### config.mk
export PLATFORM = sky130hd
export DESIGN_NAME = spi_master_tx_shift_flat
export DESIGN_NICKNAME = d
export VERILOG_FILES = /design/src/rtl/spi_master_pkg.sv /design/src/rtl/spi_master_tx_shift_if.sv /design/src/rtl/spi_master_tx_shift.sv /design/src/flat_wrapper.sv
export SDC_FILE = /design/constraint.sdc
export NUM_CORES = 1
export LEC_CHECK = 0
export CORE_MARGIN = 2
export CORE_UTILIZATION = 30
export CTS_CLUSTER_SIZE = 20
export DETAILED_ROUTE_END_ITERATION = 8
export SYNTH_ARGS = -nofsm -noshare
export SYNTH_HDL_FRONTEND = slang
export SYNTH_SLANG_ARGS = --single-unit
export TNS_END_PERCENT = 1
### constraint.sdc
create_clock -name clk -period 4.6 [get_ports clk]
set_clock_uncertainty 0.1 [all_clocks]
set_input_delay 1.15 -clock clk [delete_from_list [all_inputs] [get_ports clk]]
set_output_delay 1.15 -clock clk [all_outputs]
set_load 0.05 [all_outputs]
### src/rtl/spi_master_pkg.sv
// Shared types and constants for the SPI master transmit path.
// Contents:
//   tx_state_e    - transmit shifter FSM states
//   SPI_WORD_W    - TX FIFO word width, also the shift register width
//   SPI_CNT_W     - width of the bit-count target and bit counter
//   SPI_QUAD_STEP - bits moved per SCLK edge in quad mode
package spi_master_pkg;

    typedef enum logic [1:0] {
        TX_IDLE,
        TX_TRANSMIT,
        TX_STALL
    } tx_state_e;

    localparam int unsigned SPI_WORD_W    = 32;
    localparam int unsigned SPI_CNT_W     = 16;
    localparam int unsigned SPI_QUAD_STEP = 4;

endpackage

### src/rtl/spi_master_tx_shift_if.sv
// TX FIFO read handshake between the FIFO and the transmit shifter.
// Signals:
//   data_in       - FIFO head word, MSB transmitted first
//   data_in_valid - FIFO not empty
//   data_in_ready - pop strobe, high exactly on cycles the shifter loads a word
// Modports:
//   master - FIFO side (drives data and valid)
//   slave  - shifter side (drives ready)
interface spi_master_tx_shift_if #(
    parameter int unsigned WORD_W = spi_master_pkg::SPI_WORD_W
);
    logic [WORD_W-1:0] data_in;
    logic              data_in_valid;
    logic              data_in_ready;

    modport master (
        output data_in,
        output data_in_valid,
        input  data_in_ready
    );

    modport slave (
        input  data_in,
        input  data_in_valid,
        output data_in_ready
    );
endinterface

### src/rtl/spi_master_tx_shift.sv
// SPI master transmit shifter.
// Pulls words from the TX FIFO and shifts them out on SDO, one step per tx_edge strobe
// (SCLK falling edge) from the clock generator. Sends a programmable number of bits, then
// pulses tx_done. clk_en_o gates the clock generator, so SCLK pauses while waiting for
// the FIFO and stops once the transfer ends.
// Build option: define SPI_TX_QUAD_EN to enable quad mode (4 bits per edge on sdo[3:0]).
// Without it, en_quad_in is ignored and sdo[3:1] stay 0.
// Ports:
//   clk, rstn      - system clock, asynchronous active-low reset
//   en             - start request, honoured in idle only
//   tx_edge        - one-cycle strobe, SCLK falling edge
//   en_quad_in     - quad mode select, latched at start
//   counter_in     - number of bits to send (0 means WORD_W)
//   counter_in_upd - load counter_in as the target, honoured in idle only
//   fifo           - TX FIFO handshake (slave side)
//   clk_en_o       - clock generator enable
//   tx_done        - one-cycle pulse after the last bit's edge
//   sdo            - serial data out; sdo[0] in standard mode, sdo[3:0] in quad mode
module spi_master_tx_shift
    import spi_master_pkg::*;
#(
    parameter int unsigned WORD_W = SPI_WORD_W,
    parameter int unsigned CNT_W  = SPI_CNT_W
) (
    input  logic                   clk,
    input  logic                   rstn,
    input  logic                   en,
    input  logic                   tx_edge,
    input  logic                   en_quad_in,
    input  logic [CNT_W-1:0]       counter_in,
    input  logic                   counter_in_upd,
    spi_master_tx_shift_if.slave   fifo,
    output logic                   clk_en_o,
    output logic                   tx_done,
    output logic [3:0]             sdo
);

    // Wide enough to hold WORD_W itself (edge count in std mode reaches WORD_W).
    localparam int unsigned EDGE_W = $clog2(WORD_W + 1);

    tx_state_e          state_q, state_d;
    logic [WORD_W-1:0]  shreg_q, shreg_d;
    logic [CNT_W-1:0]   bits_q, bits_d;
    logic [CNT_W-1:0]   target_q, target_d;
    logic [EDGE_W-1:0]  edge_q, edge_d;
    logic               tx_done_q, tx_done_d;

    logic               quad;
    logic [2:0]         step;
    logic [EDGE_W-1:0]  word_edges;
    logic [CNT_W:0]     sent_next;
    logic               last_edge;

`ifdef SPI_TX_QUAD_EN
    logic quad_q, quad_d;
    assign quad = quad_q;
`else
    logic unused_en_quad;
    assign unused_en_quad = en_quad_in;
    assign quad           = 1'b0;
`endif

    assign step       = quad ? 3'(SPI_QUAD_STEP) : 3'd1;
    assign word_edges = quad ? EDGE_W'(WORD_W / SPI_QUAD_STEP) : EDGE_W'(WORD_W);

    // One extra bit so a target near 2**CNT_W-1 cannot wrap the comparison.
    assign sent_next = {1'b0, bits_q} + (CNT_W + 1)'(step);
    assign last_edge = sent_next >= {1'b0, target_q};

    always_comb begin
        state_d            = state_q;
        shreg_d            = shreg_q;
        bits_d             = bits_q;
        target_d           = target_q;
        edge_d             = edge_q;
        tx_done_d          = 1'b0;
        clk_en_o           = 1'b0;
        fifo.data_in_ready = 1'b0;
`ifdef SPI_TX_QUAD_EN
        quad_d             = quad_q;
`endif

        unique case (state_q)
            TX_IDLE: begin
                if (counter_in_upd) begin
                    target_d = (counter_in == '0) ? CNT_W'(WORD_W) : counter_in;
                end
                // Holding off while tx_done is high keeps a back-to-back pop out of the
                // done cycle.
                if (en && fifo.data_in_valid && !tx_done_q) begin
                    shreg_d            = fifo.data_in;
                    fifo.data_in_ready = 1'b1;
                    bits_d             = '0;
                    edge_d             = '0;
                    state_d            = TX_TRANSMIT;
`ifdef SPI_TX_QUAD_EN
                    quad_d             = en_quad_in;
`endif
                end
            end

            TX_TRANSMIT: begin
                clk_en_o = 1'b1;
                if (tx_edge) begin
                    shreg_d = shreg_q << step;
                    bits_d  = bits_q + CNT_W'(step);
                    if (last_edge) begin
                        tx_done_d = 1'b1;
                        state_d   = TX_IDLE;
                    end else if (edge_q + EDGE_W'(1) == word_edges) begin
                        edge_d = '0;
                        // Reload on the same edge so no SCLK period is lost between words.
                        if (fifo.data_in_valid) begin
                            shreg_d            = fifo.data_in;
                            fifo.data_in_ready = 1'b1;
                        end else begin
                            state_d = TX_STALL;
                        end
                    end else begin
                        edge_d = edge_q + EDGE_W'(1);
                    end
                end
            end

            TX_STALL: begin
                if (fifo.data_in_valid) begin
                    shreg_d            = fifo.data_in;
                    fifo.data_in_ready = 1'b1;
                    state_d            = TX_TRANSMIT;
                end
            end

            default: state_d = TX_IDLE;
        endcase
    end

    always_ff @(posedge clk or negedge rstn) begin
        if (!rstn) begin
            state_q   <= TX_IDLE;
            shreg_q   <= '0;
            bits_q    <= '0;
            target_q  <= CNT_W'(WORD_W);
            edge_q    <= '0;
            tx_done_q <= 1'b0;
`ifdef SPI_TX_QUAD_EN
            quad_q    <= 1'b0;
`endif
        end else begin
            state_q   <= state_d;
            shreg_q   <= shreg_d;
            bits_q    <= bits_d;
            target_q  <= target_d;
            edge_q    <= edge_d;
            tx_done_q <= tx_done_d;
`ifdef SPI_TX_QUAD_EN
            quad_q    <= quad_d;
`endif
        end
    end

    assign tx_done = tx_done_q;

    // Driven straight from the shift register, so SDO only moves on a load or tx_edge.
    always_comb begin
        sdo = {3'b000, shreg_q[WORD_W-1]};
`ifdef SPI_TX_QUAD_EN
        if (quad) begin
            sdo = shreg_q[WORD_W-1 -: 4];
        end
`endif
    end

endmodule
### src/flat_wrapper.sv
// flat-port wrapper written by rule: the top's interface ports become plain ports
module spi_master_tx_shift_flat import spi_master_pkg::*;
#(
    parameter int unsigned WORD_W = SPI_WORD_W,
    parameter int unsigned CNT_W  = SPI_CNT_W
)
  (clk, rstn, en, tx_edge, en_quad_in, counter_in, counter_in_upd, clk_en_o, tx_done, sdo, fifo_data_in, fifo_data_in_valid, fifo_data_in_ready);
  spi_master_tx_shift_if #(.WORD_W(WORD_W)) fifo_i ();
  input  logic clk;
  input  logic rstn;
  input  logic en;
  input  logic tx_edge;
  input  logic en_quad_in;
  input  logic [CNT_W-1:0] counter_in;
  input  logic counter_in_upd;
  output logic clk_en_o;
  output logic tx_done;
  output logic [3:0] sdo;
  input wire logic [$bits(fifo_i.data_in)-1:0] fifo_data_in;
  input wire logic [$bits(fifo_i.data_in_valid)-1:0] fifo_data_in_valid;
  output wire logic [$bits(fifo_i.data_in_ready)-1:0] fifo_data_in_ready;
  assign fifo_i.data_in = fifo_data_in;
  assign fifo_i.data_in_valid = fifo_data_in_valid;
  assign fifo_data_in_ready = fifo_i.data_in_ready;
  spi_master_tx_shift #(.WORD_W(WORD_W), .CNT_W(CNT_W)) u_core (.clk(clk), .rstn(rstn), .en(en), .tx_edge(tx_edge), .en_quad_in(en_quad_in), .counter_in(counter_in), .counter_in_upd(counter_in_upd), .fifo(fifo_i), .clk_en_o(clk_en_o), .tx_done(tx_done), .sdo(sdo));
endmodule
# Word level (Yosys, flattened, before mapping)
# Cells that the tools add are included.
[totals]
output_inout_bits = 7
regBits = 73
in_bits = 55
[classes]
reduce_logical = 12
add_sub_neg = 3
order_cmp = 1
eq_ne = 9
n_mux = 33
[op_table]
columns = ["cell", "count"]
rows = [
  ["2-to-1 mux 32 bit", 6],
  ["case mux 32 bit (3 select lines)", 1],
  ["2-to-1 mux 16 bit", 3],
  ["case mux 16 bit (2 select lines)", 1],
  ["2-to-1 mux 6 bit", 4],
  ["adder 16 x 1 -> 17 bit, second input constant", 1],
  [">= comparator 17 x 16 -> 1 bit", 1],
  ["adder 16 x 1 -> 16 bit, second input constant", 1],
  ["logical NOT 16 bit", 1],
  ["2-to-1 mux 2 bit", 6],
  ["case mux 6 bit (2 select lines)", 1],
  ["2-to-1 mux 1 bit", 9],
  ["AND reduction 4 bit", 2],
  ["adder 6 x 1 -> 6 bit, second input constant", 1],
  ["== test 6 bit, second input constant", 1],
  ["!= test 2 bit, second input constant", 3],
  ["case mux 2 bit (3 select lines)", 1],
  ["AND reduction 5 bit", 1],
  ["!= test 3 x 1 -> 1 bit, second input constant", 1],
  ["!= test 3 x 2 -> 1 bit, second input constant", 1],
  ["case mux 1 bit (3 select lines)", 1],
  ["AND reduction 3 bit", 1],
  ["nonzero test 3 bit", 1],
  ["== test 2 x 1 -> 1 bit, second input constant", 1],
  ["7 further kinds", 8],
]

# Logic depth before layout (Yosys ltp)
[depth]
ltp_word = 6
mapped_depth = 13
mapped_depth_nobuf = 12

# Worst setup path before layout
# No wires, ideal clock.
[synth_timing]
path_kind = "reg-to-output"
start = "reg u_core.bits_q[0]"
end = "out fifo_data_in_ready"
required_time_ps = 3350
n_path_buf = 1
t_arrival_ps = 3642
path_slack_ps = -292
stages_incl_launch_ff = 14
path_cell_list = "dfrtp_1 > ha_1 > nand3_1 > nor3_4 > nand2_1 > xnor2_1 > ha_1 > and3_1 > and3_1 > o2111ai_1 > o211a_2 > buf_2 > nand2_1 > o21ai_0"
[synth_via]
elab_chain_len = 5
[synth_lines]
columns = ["element", "line", "rtl"]
rows = [
  ["start, declared", "spi_master_tx_shift.sv:43", "logic [CNT_W-1:0] bits_q, bits_d;"],
  ["start signal, assigned", "spi_master_tx_shift.sv:151", "bits_q <= bits_d;"],
  ["adder 16 x 1 -> 17 bit", "spi_master_tx_shift.sv:67", "assign sent_next = {1'b0, bits_q} + (CNT_W + 1)'(step);"],
  [">= comparator 17 x 16 -> 1 bit", "spi_master_tx_shift.sv:68", "assign last_edge = sent_next >= {1'b0, target_q};"],
  ["2-to-1 mux 1 bit", "spi_master_tx_shift.sv:107", "if (last_edge) begin"],
  ["2-to-1 mux 1 bit", "spi_master_tx_shift.sv:104", "if (tx_edge) begin"],
  ["case mux 1 bit (3 select lines)", "spi_master_tx_shift.sv:83", "unique case (state_q)"],
  ["end, declared", "flat_wrapper.sv:21", "output wire logic [$bits(fifo_i.data_in_ready)-1:0] fifo_data_in_ready;"],
]
# Every way passes these cells.

# Worst setup path in the final report
[layout_timing]
start = "reg u_core.bits_q[4]"
end = "out fifo_data_in_ready"
# Same word-level chain as after synthesis.

==> flow_metrics.tcl <==
set metrics [dict create \
    wl_um 11500 \
    yosysWarnings 0 \
    gr-usage-all-layers_pct 15.0 \
    hold_viol 0 \
    p_leak_uw 0.00238 \
    cp_slowest_stage_delay_ps 440 \
    fillers 1455 \
    num_antenna_cells 0 \
    grt_pass1_wl_um 19500 \
    required_ps 3350 \
    fmax_ghz 0.229 \
    boundaryPins 62 \
    drive_above_1_share_pct 7.99 \
    syn_to_final_growth_pct 22.8 \
    syn-instance-count 499 \
    start_kind "flip-flop" \
    setup_viol 0 \
    dp.cells 718 \
    dpl.hpwl_um 7590 \
    crit_cells 12 \
    avgRoutedWirePerCell_um 15.6 \
    port_buffers 57 \
    synthesis.area_um2 4470 \
    slew_violations 0 \
    worst_pin_slew_ps 1080 \
    final_cell_mix "nand2_1 (70), dfrtp_1 (69), clkdlybuf4s50_1 (55), nor2_1 (47), o21ai_0 (35)" \
    hold_depth 2 \
    power_density_nw_per_um2 550 \
    synth.avg_cell_area_um2 8.96 \
    holdWs_ps 411 \
    start_util_pct 30.8 \
    multiInputGateArea_um2 2390 \
    rows 44 \
    maxSlewHeadroom_pct 27.6 \
    cts_tree "built" \
    numCtsBuffers 9 \
    cts_sinks 73 \
    critical_path.cell_chain "nand4_4 -> nor3_4 -> nand4_1 -> xnor2_1 -> ha_1 -> and3_1 -> and3_1 -> o2111ai_1 -> o211a_2 -> nand2_1 -> o21ai_2 -> buf_12" \
    core_area_um2 14500 \
    synth-edff-count 0 \
    synth.distinct_cells 56 \
    post-route-drc-count 0 \
    clk_path_buf_depth 2 \
    cp-end-kind "primary output" \
    grt_max_degree 52 \
    die-area_um2 15900 \
    die_h_um 126 \
    finalCritPeriodShare_pct 94.8 \
    grt_pass1_vias 3871 \
    critical_path.top_delay_family "simple AND/OR/NAND/NOR gates" \
    gp_congestion 0.793 \
    cts_hold_buffers 0 \
    die_w_um 126 \
    crit_top_cell "and3_1" \
    cp_max_fo 5 \
    cp.buffers_inverters 1 \
    setup_tns_ps 0 \
    fin_util_pct 37.8 \
    viasPerCell 5.34 \
    async_reset_ff_share_pct 100 \
    synth.yosys.seq_area_share_pct 40.9 \
    crit_type "reg2out" \
    insertion_delay_ps 340 \
    drt_first_pass_iters 4 \
    cp_slowest_cell "dfrtp_1" \
    worstPathArrival_ps 3110 \
    vias 3922 \
    cts-root-buf "clkbuf_16" \
    status "finished clean" \
    regArea_um2 1830 \
    max-vdd-ir-drop_v 0.000193 \
    ys.flop_type "dfrtp_1" \
    ys_ff_latch 73 \
    final_common_cell "nand2_1" \
    r2r_cells 12 \
    htreeDepth 3 \
    hold_class "reg2reg" \
    ant_nets 0 \
    finalCriticalPeriod_ps 4360 \
    cap_violations 0 \
    drt_iter0_drc 309 \
    grt_remaining_overflow 0 \
    final_cells 735 \
    nets 619 \
    antenna_found_initial 0 \
    clk_pin_slew_worst_paths_ps 50 \
]
## per-layer routing
layer | wire (um) | up-vias | global-route usage [%] | part of all wire [%]
met5 | 0 | - | 0 | 0
met4 | 289 | 0 | 6.92 | 2.5
met3 | 467 | 19 | 2.63 | 4.1
met2 | 5390 | 82 | 23.4 | 47
met1 | 5320 | 1915 | 20.4 | 46
li1 | - | 1906 | - | -
## state kept, by name (all words and copies together), names as in the netlist
register and count:
u_core.shreg_q 32, u_core.bits_q 16, u_core.target_q 16, u_core.edge_q 6, u_core.state_q 2, u_core.tx_done 1
## synth_stat cells (all sizes together), types with 3 or more instances
cell    instances  area [um^2]
nand3           9         45.0
dfrtp          72         1800
and3            7         43.8
xor2            8         70.1
nor3           34          186
nor2           47          176
inv            23         86.3
nor4            5         31.3
nand2          70          263
o21ai          36          180
xnor2           6         52.6
clkbuf         20         75.1
nand2b          3         26.3
nor2b           4         25.0
nand4           4         40.0
a22o            6         52.6
a41o            3         30.0
buf            17          134
ha             18          225
o31ai          34          255
o221a          31          349
a21oi          11         55.1
## path summary, 6_finish.rpt
path                                                startpoint                             end  slack, ps
worst max-delay path              u_core.bits_q[4]$_DFFE_PN0P_              fifo_data_in_ready        240
worst min-delay path            u_core.target_q[5]$_DFFE_PN1P_  u_core.target_q[5]$_DFFE_PN1P_        410
worst max register to register    u_core.bits_q[4]$_DFFE_PN0P_  u_core.shreg_q[11]$_DFFE_PN0P_       1160
worst min register to register  u_core.target_q[5]$_DFFE_PN1P_  u_core.target_q[5]$_DFFE_PN1P_        410
max in group asynchronous                                 rstn    u_core.bits_q[3]$_DFFE_PN0P_       3020
min in group asynchronous                                 rstn   u_core.bits_q[14]$_DFFE_PN0P_        700
## tightest hold or removal path, stage by stage, from the launching register on
cell     delay (ps)
dfstp_2         370
nor2_1           90
a21oi_1          50
## kinds of logic after synthesis
kind of cell | after synthesis | share of synthesized area [%]
xor+xnor | 14 | 2.74
buf+inv | 60 | 6.61
mux | 3 | 0.700
compound gates | 139 | 23.9
flops | 73 | 40.9
simple gates | 191 | 20.0
other cells | 1 | 0.0839
fa+ha+maj | 18 | 5.04
## power by group
| group | switching [uW] | internal, uW |
|---|---|---|
| Clock | 264 | 396 |
| Sequential | 192 | 886 |
| Combinational | 685 | 594 |
| Total | 1140 | 1880 |
## area by class of cell
type,instances,area share (%)
repair buffers,71,12.4
multi-input cells,368,43.5
flip-flops and latches,73,33.4
well taps,184,4.19
clock buffers,16,4.95
inverters,23,1.57
## stage by stage
stage	power (uW)	instance area (um^2)	setup slack, ps
2_1_floorplan	2010	4480	86.1
3_3_place_gp	2280	5180	294
3_5_place_dp	2350	5180	307
4_1_cts	3020	5460	23.9
5_1_grt	3270	5490	-3.53
6_report	3020	5490	237
## what timing repair did
action,4_1_cts,5_1_grt
buffers inserted,0,1
gates resized for setup,2,6
setup endpoints to repair,1,1
pin swaps,0,3
(Power assumes the default switching activity.)
